### src/rtl/platform_scroller.sv
`default_nettype none
// ============================================================================
// Module   : platform_scroller
// Purpose  : Vertical-scroll generator for evenly spaced platform bands, with
//            continuous and commanded-step scrolling.
// Revision : 1.0 - initial release
// ============================================================================
module platform_scroller #(
    parameter int NUM_PLAT = 4,
    parameter int HEIGHT   = 30,
    parameter int SCREEN_H = 480,
    parameter int SPACING  = 120,
    parameter int TICK_DIV = 840000,
    parameter int DIV_W    = 20
) (
    input  logic                     clk,
    input  logic                     rst,
    input  logic                     enable,
    input  logic                     mode,
    input  logic                     step_req,
    input  logic [7:0]               step_lines,
    output logic                     busy,
    output logic                     tick,
    output logic [NUM_PLAT*10-1:0]   plat_start,
    output logic [NUM_PLAT*10-1:0]   plat_end,
    output logic [NUM_PLAT-1:0]      wrap_pulse
);

    localparam logic [DIV_W-1:0] c_div_last  = DIV_W'(TICK_DIV - 1);
    localparam logic [DIV_W-1:0] c_div_one   = DIV_W'(1);
    localparam logic [9:0]       c_last_line = 10'(SCREEN_H - 1);
    localparam logic [9:0]       c_height    = 10'(HEIGHT);

    typedef enum logic [0:0] {
        ST_IDLE = 1'b0,
        ST_STEP = 1'b1
    } state_t;

    state_t               r_state;
    logic [DIV_W-1:0]     r_div;
    logic [7:0]           r_remaining;
    logic                 r_busy;
    logic                 r_tick;
    logic [NUM_PLAT-1:0]  r_wrap;
    logic [9:0]           r_start [NUM_PLAT];

    logic w_tick_evt;
    logic w_accept;
    logic w_move;

    assign w_tick_evt = enable && (r_div == c_div_last);
    assign w_accept   = (r_state == ST_IDLE) && mode && step_req && (step_lines != 8'd0);
    // Step mode moves only while stepping; continuous mode moves only from IDLE,
    // so the cycle that aborts a step never moves the bands.
    assign w_move     = w_tick_evt && (mode ? (r_state == ST_STEP) : (r_state == ST_IDLE));

    always_ff @(posedge clk) begin
        if (rst) begin
            r_div       <= '0;
            r_tick      <= 1'b0;
            r_state     <= ST_IDLE;
            r_remaining <= 8'd0;
            r_busy      <= 1'b0;
        end else begin
            r_tick <= w_tick_evt;
            if (enable) begin
                r_div <= w_tick_evt ? '0 : (r_div + c_div_one);
            end
            case (r_state)
                ST_IDLE: begin
                    if (w_accept) begin
                        r_remaining <= step_lines;
                        r_busy      <= 1'b1;
                        r_state     <= ST_STEP;
                    end
                end
                ST_STEP: begin
                    if (!mode) begin
                        r_remaining <= 8'd0;
                        r_busy      <= 1'b0;
                        r_state     <= ST_IDLE;
                    end else if (w_tick_evt) begin
                        r_remaining <= r_remaining - 8'd1;
                        if (r_remaining == 8'd1) begin
                            r_busy  <= 1'b0;
                            r_state <= ST_IDLE;
                        end
                    end
                end
                default: begin
                    r_state <= ST_IDLE;
                end
            endcase
        end
    end

    always_ff @(posedge clk) begin
        if (rst) begin
            for (int i = 0; i < NUM_PLAT; i++) begin
                r_start[i] <= 10'(i * SPACING);
                r_wrap[i]  <= 1'b0;
            end
        end else begin
            for (int i = 0; i < NUM_PLAT; i++) begin
                r_wrap[i] <= 1'b0;
                if (w_move) begin
                    if (r_start[i] == c_last_line) begin
                        r_start[i] <= 10'd0;
                        r_wrap[i]  <= 1'b1;
                    end else begin
                        r_start[i] <= r_start[i] + 10'd1;
                    end
                end
            end
        end
    end

    // The end line is left unclipped; the renderer handles overrun past the bottom.
    generate
        for (genvar g = 0; g < NUM_PLAT; g++) begin : g_band_out
            assign plat_start[10*g +: 10] = r_start[g];
            assign plat_end[10*g +: 10]   = r_start[g] + c_height;
        end
    endgenerate

    assign busy       = r_busy;
    assign tick       = r_tick;
    assign wrap_pulse = r_wrap;

endmodule
`default_nettype wire

### config.mk
export PLATFORM = sky130hd
export DESIGN_NAME = platform_scroller
export DESIGN_NICKNAME = d
export VERILOG_FILES = /design/src/rtl/platform_scroller.sv
export SDC_FILE = /design/constraint.sdc
export NUM_CORES = 1
export LEC_CHECK = 0
export ABC_AREA = 1
export CORE_MARGIN = 4
export CORE_UTILIZATION = 47
export CTS_CLUSTER_DIAMETER = 40
export DETAILED_ROUTE_END_ITERATION = 8
export PLACE_DENSITY = 0.78
export SYNTH_ARGS = -nofsm -noshare
export SYNTH_HDL_FRONTEND = slang
export SYNTH_SLANG_ARGS = --single-unit
### constraint.sdc
create_clock -name clk -period 5 [get_ports clk]
set_clock_uncertainty 0.05 [all_clocks]
set_input_delay 0.75 -clock clk [delete_from_list [all_inputs] [get_ports clk]]
set_output_delay 0.75 -clock clk [all_outputs]
set_load 0.01 [all_outputs]
==> out/results.ini <==
[outcome]
status = finished, final reports clean

[yosys]
async_flop_share_pct = 0
synthTopCellsByArea = edfxtp_1, dfxtp_1, nand2_1, nor2_1, inv_1
ys_warn_count = 0
synth_cell_types = 39
syn-cell-area_mm2 = 0.004736
yosysSeqAreaShare_pct = 40.16
ys.flop_type = edfxtp_1
mappedNetlistNets = 663
postSynthAreaPerCell_um2 = 7.482
synth_top_area_cell = edfxtp_1
synth_commonest_cells = nand2_1, nor2_1, inv_1
synth_top_area_share_pct = 25.36
ys_seq_elements = 75
synth_enable_flop_cells = 40
syn_inst = 633
yosysMostFrequentCell = nand2_1

[sta]
finalSetupTns_ns = 0
period_share_pct = 61.08
hold_ws_ns = 0.4382
clock.fmax_ghz = 0.3275
slew_violations = 0
max_slew_margin_pct = 66.81
rsz0062_at_grt = no
worst_slew_pin_slew_ns = 0.4979
hold_viol = 0
setup_viol = 0
fin_crit_ns = 3.054

[drt]
wl_met3_um = 695
wl_met1_mm = 4.512
dr.first_iter.drc_count = 172
wire_per_inst_um = 12.44
ant_nets = 0
dr.max_layer_used = met4
wl_mm = 10.82
vias_per_cell = 4.969
route.met2.wl_mm = 5.403
first_pass_iters = 4
drcViolationCount = 0
vias = 4323

[floorplan]
rows = 36
dieArea_mm2 = 0.01175
die_x_um = 108.4
start_util_pct = 48.45
die-height_um = 108.4
boundaryPins = 99
coreArea_mm2 = 0.009774

[power]
clockPowerShare_pct = 36.2
pwr-share-seq_pct = 45.9
power.leakage_nw = 2.536
p_per_area_mw_per_mm2 = 254.2
power_frac_comb_pct = 17.9
internal_power_mw = 1.139
p_sw_uw = 398.9
ir_drop_uv = 124.2
switching_share_pct = 25.94

[finish]
drive_above_1_share_pct = 6.242
syn2layout_area_growth_pct = 27.77
final_area_mm2 = 0.006051
postLayoutCoreUtil_pct = 61.90
num_antenna_cells = 0
final_nets = 762

[place]
place_area_mm2 = 0.005817
dp_hpwl_mm = 8.456
routabilityCongestion = 0.8732
portBuffers = 98

[clock_network]
holdBufCountCts = 0
cts_setup_buffers = 0
numCtsBuffers = 9
root_buffer = clkbuf_8
h-tree-depth = 3
ctsResizeCount = 0
cts.clk_slew.worst_paths_ns = 0.09
clockBufferDepth = 2
clk_latency_ns = 0.36
cts.sinks = 75
cts_tree = yes

[global_route]
grt_util_all_layers_pct = 18.78
antenna_found_initial = 0
grt_max_degree = 41
grt_pass1_wl_mm = 17.81
overflow = 0
grt_pass1_vias = 4178

[setup_path]
end_kind = output port
critical-path-max-stage-delay_ns = 0.55
cp_cell_sequence = inv_1 -> nand3_1 -> o21ai_0 -> nor2_1 -> xor2_1 -> clkdlybuf4s50_1
cp.arrival_ns = 2.25
cp-start-kind = flip-flop
worstSetupStartpoint = r_start[3][3]$_DFFE_PP_
cpMaxStageDelayCell = clkdlybuf4s50_1
r2r_start = r_state$_SDFF_PP0_
crit_required_ns = 4.20
path_class = flip-flop to output port
cp_max_fo = 5

[hold_path]
hp-start = busy$_SDFFE_PP0P_
hp-class = flip-flop to flip-flop

[flow_run]
drv_cap = 0

-- metrics by stage --
| stage | total power [mW] | instances | setup WS (ns) |
|---|---|---|---|
| floorplan | 0.8666 | 633 | 0.2851 |
| global placement | 0.9885 | 854 | 2.093 |
| detailed placement | 0.9960 | 854 | 2.071 |
| CTS | 1.546 | 870 | 1.935 |
| global route | 1.605 | 870 | 1.738 |
| finish | 1.538 | 870 | 1.946 |
-- area by class of cell --
cell class | instances | area (um^2)
Timing Repair Buffer | 99 | 988.4
Clock inverter | 5 | 102.6
Fill cell | 868 | 3724
Tap cell | 133 | 166.4
Clock buffer | 11 | 131.4
Sequential cell | 75 | 1902
Inverter | 90 | 339.1
Multi-Input combinational cell | 457 | 2421
-- kinds of logic after synthesis --
logic type | Yosys count | synth area share (%)
adders and majority gates | 17 | 4.491
AOI/OAI and AO/OA | 54 | 6.526
buffers and inverters | 101 | 8.956
DFF | 75 | 40.16
xor gates and xnor gates | 44 | 8.137
and+or+nand+nor | 342 | 31.73
-- per-layer routing --
| layer | global-route usage (%) | up-vias |
|---|---|---|
| li1 | - | 2215 |
| met1 | 22.22 | 1966 |
| met2 | 33.26 | 120 |
| met3 | 3.164 | 22 |
| met4 | 8.566 | 0 |
| met5 | 0 | - |
-- path summary, 6_finish.rpt --
| check | end | slack [ns] | depth (start not counted) |
|---|---|---|---|
| worst min register to register | busy$_SDFFE_PP0P_ | 0.44 | 2 |
| worst min-delay path | busy$_SDFFE_PP0P_ | 0.44 | 2 |
| worst max register to register | r_start[2][7]$_SDFFCE_PN1P_ | 2.80 | 5 |
| worst max-delay path | plat_end[38] | 1.95 | 6 |
-- flip-flops by register name (all words and copies together), names as in the netlist --
name	count
r_start	40
r_div	20
wrap_pulse	4
tick	1
r_remaining	8
busy	1
r_state	1
-- power by group through the flow --
| stage | registers, mW | logic, mW | clock network, mW |
|---|---|---|---|
| after global placement | 0.719 | 0.270 | 0 |
| after CTS | 0.706 | 0.278 | 0.562 |
| after floorplan | 0.722 | 0.145 | 0 |
| after detailed placement | 0.720 | 0.276 | 0 |
| after global routing | 0.712 | 0.305 | 0.588 |
| final | 0.706 | 0.276 | 0.556 |
-- placed cells by master (no fill, tap or decap), types with 3 or more instances in the layout --
cell / netlist / layout
a21oi_1: 20 / 20
bufinv_16: 0 / 3
clkbuf_8: 0 / 9
clkdlybuf4s50_1: 0 / 98
dfxtp_1: 35 / 35
edfxtp_1: 40 / 40
ha_1: 17 / 17
inv_1: 86 / 86
nand2_1: 142 / 142
nand2_4: 3 / 3
nand3_1: 42 / 42
nand3_2: 3 / 3
nand4_1: 6 / 6
nor2_1: 105 / 105
nor2_2: 5 / 5
nor3_1: 22 / 22
o21ai_0: 22 / 21
o21ai_2: 5 / 5
or2_2: 4 / 4
xnor2_1: 9 / 9
xor2_1: 35 / 35
-- critical path: cells and delay by family (launching register included) --
| family | cells | cell delay [ns] |
|---|---|---|
| flops | 1 | 0.50 |
| buf+inv | 2 | 0.70 |
| xor+xnor | 1 | 0.14 |
| compound gates | 1 | 0.33 |
| simple gates | 2 | 0.22 |
(Power assumes the default switching activity.)
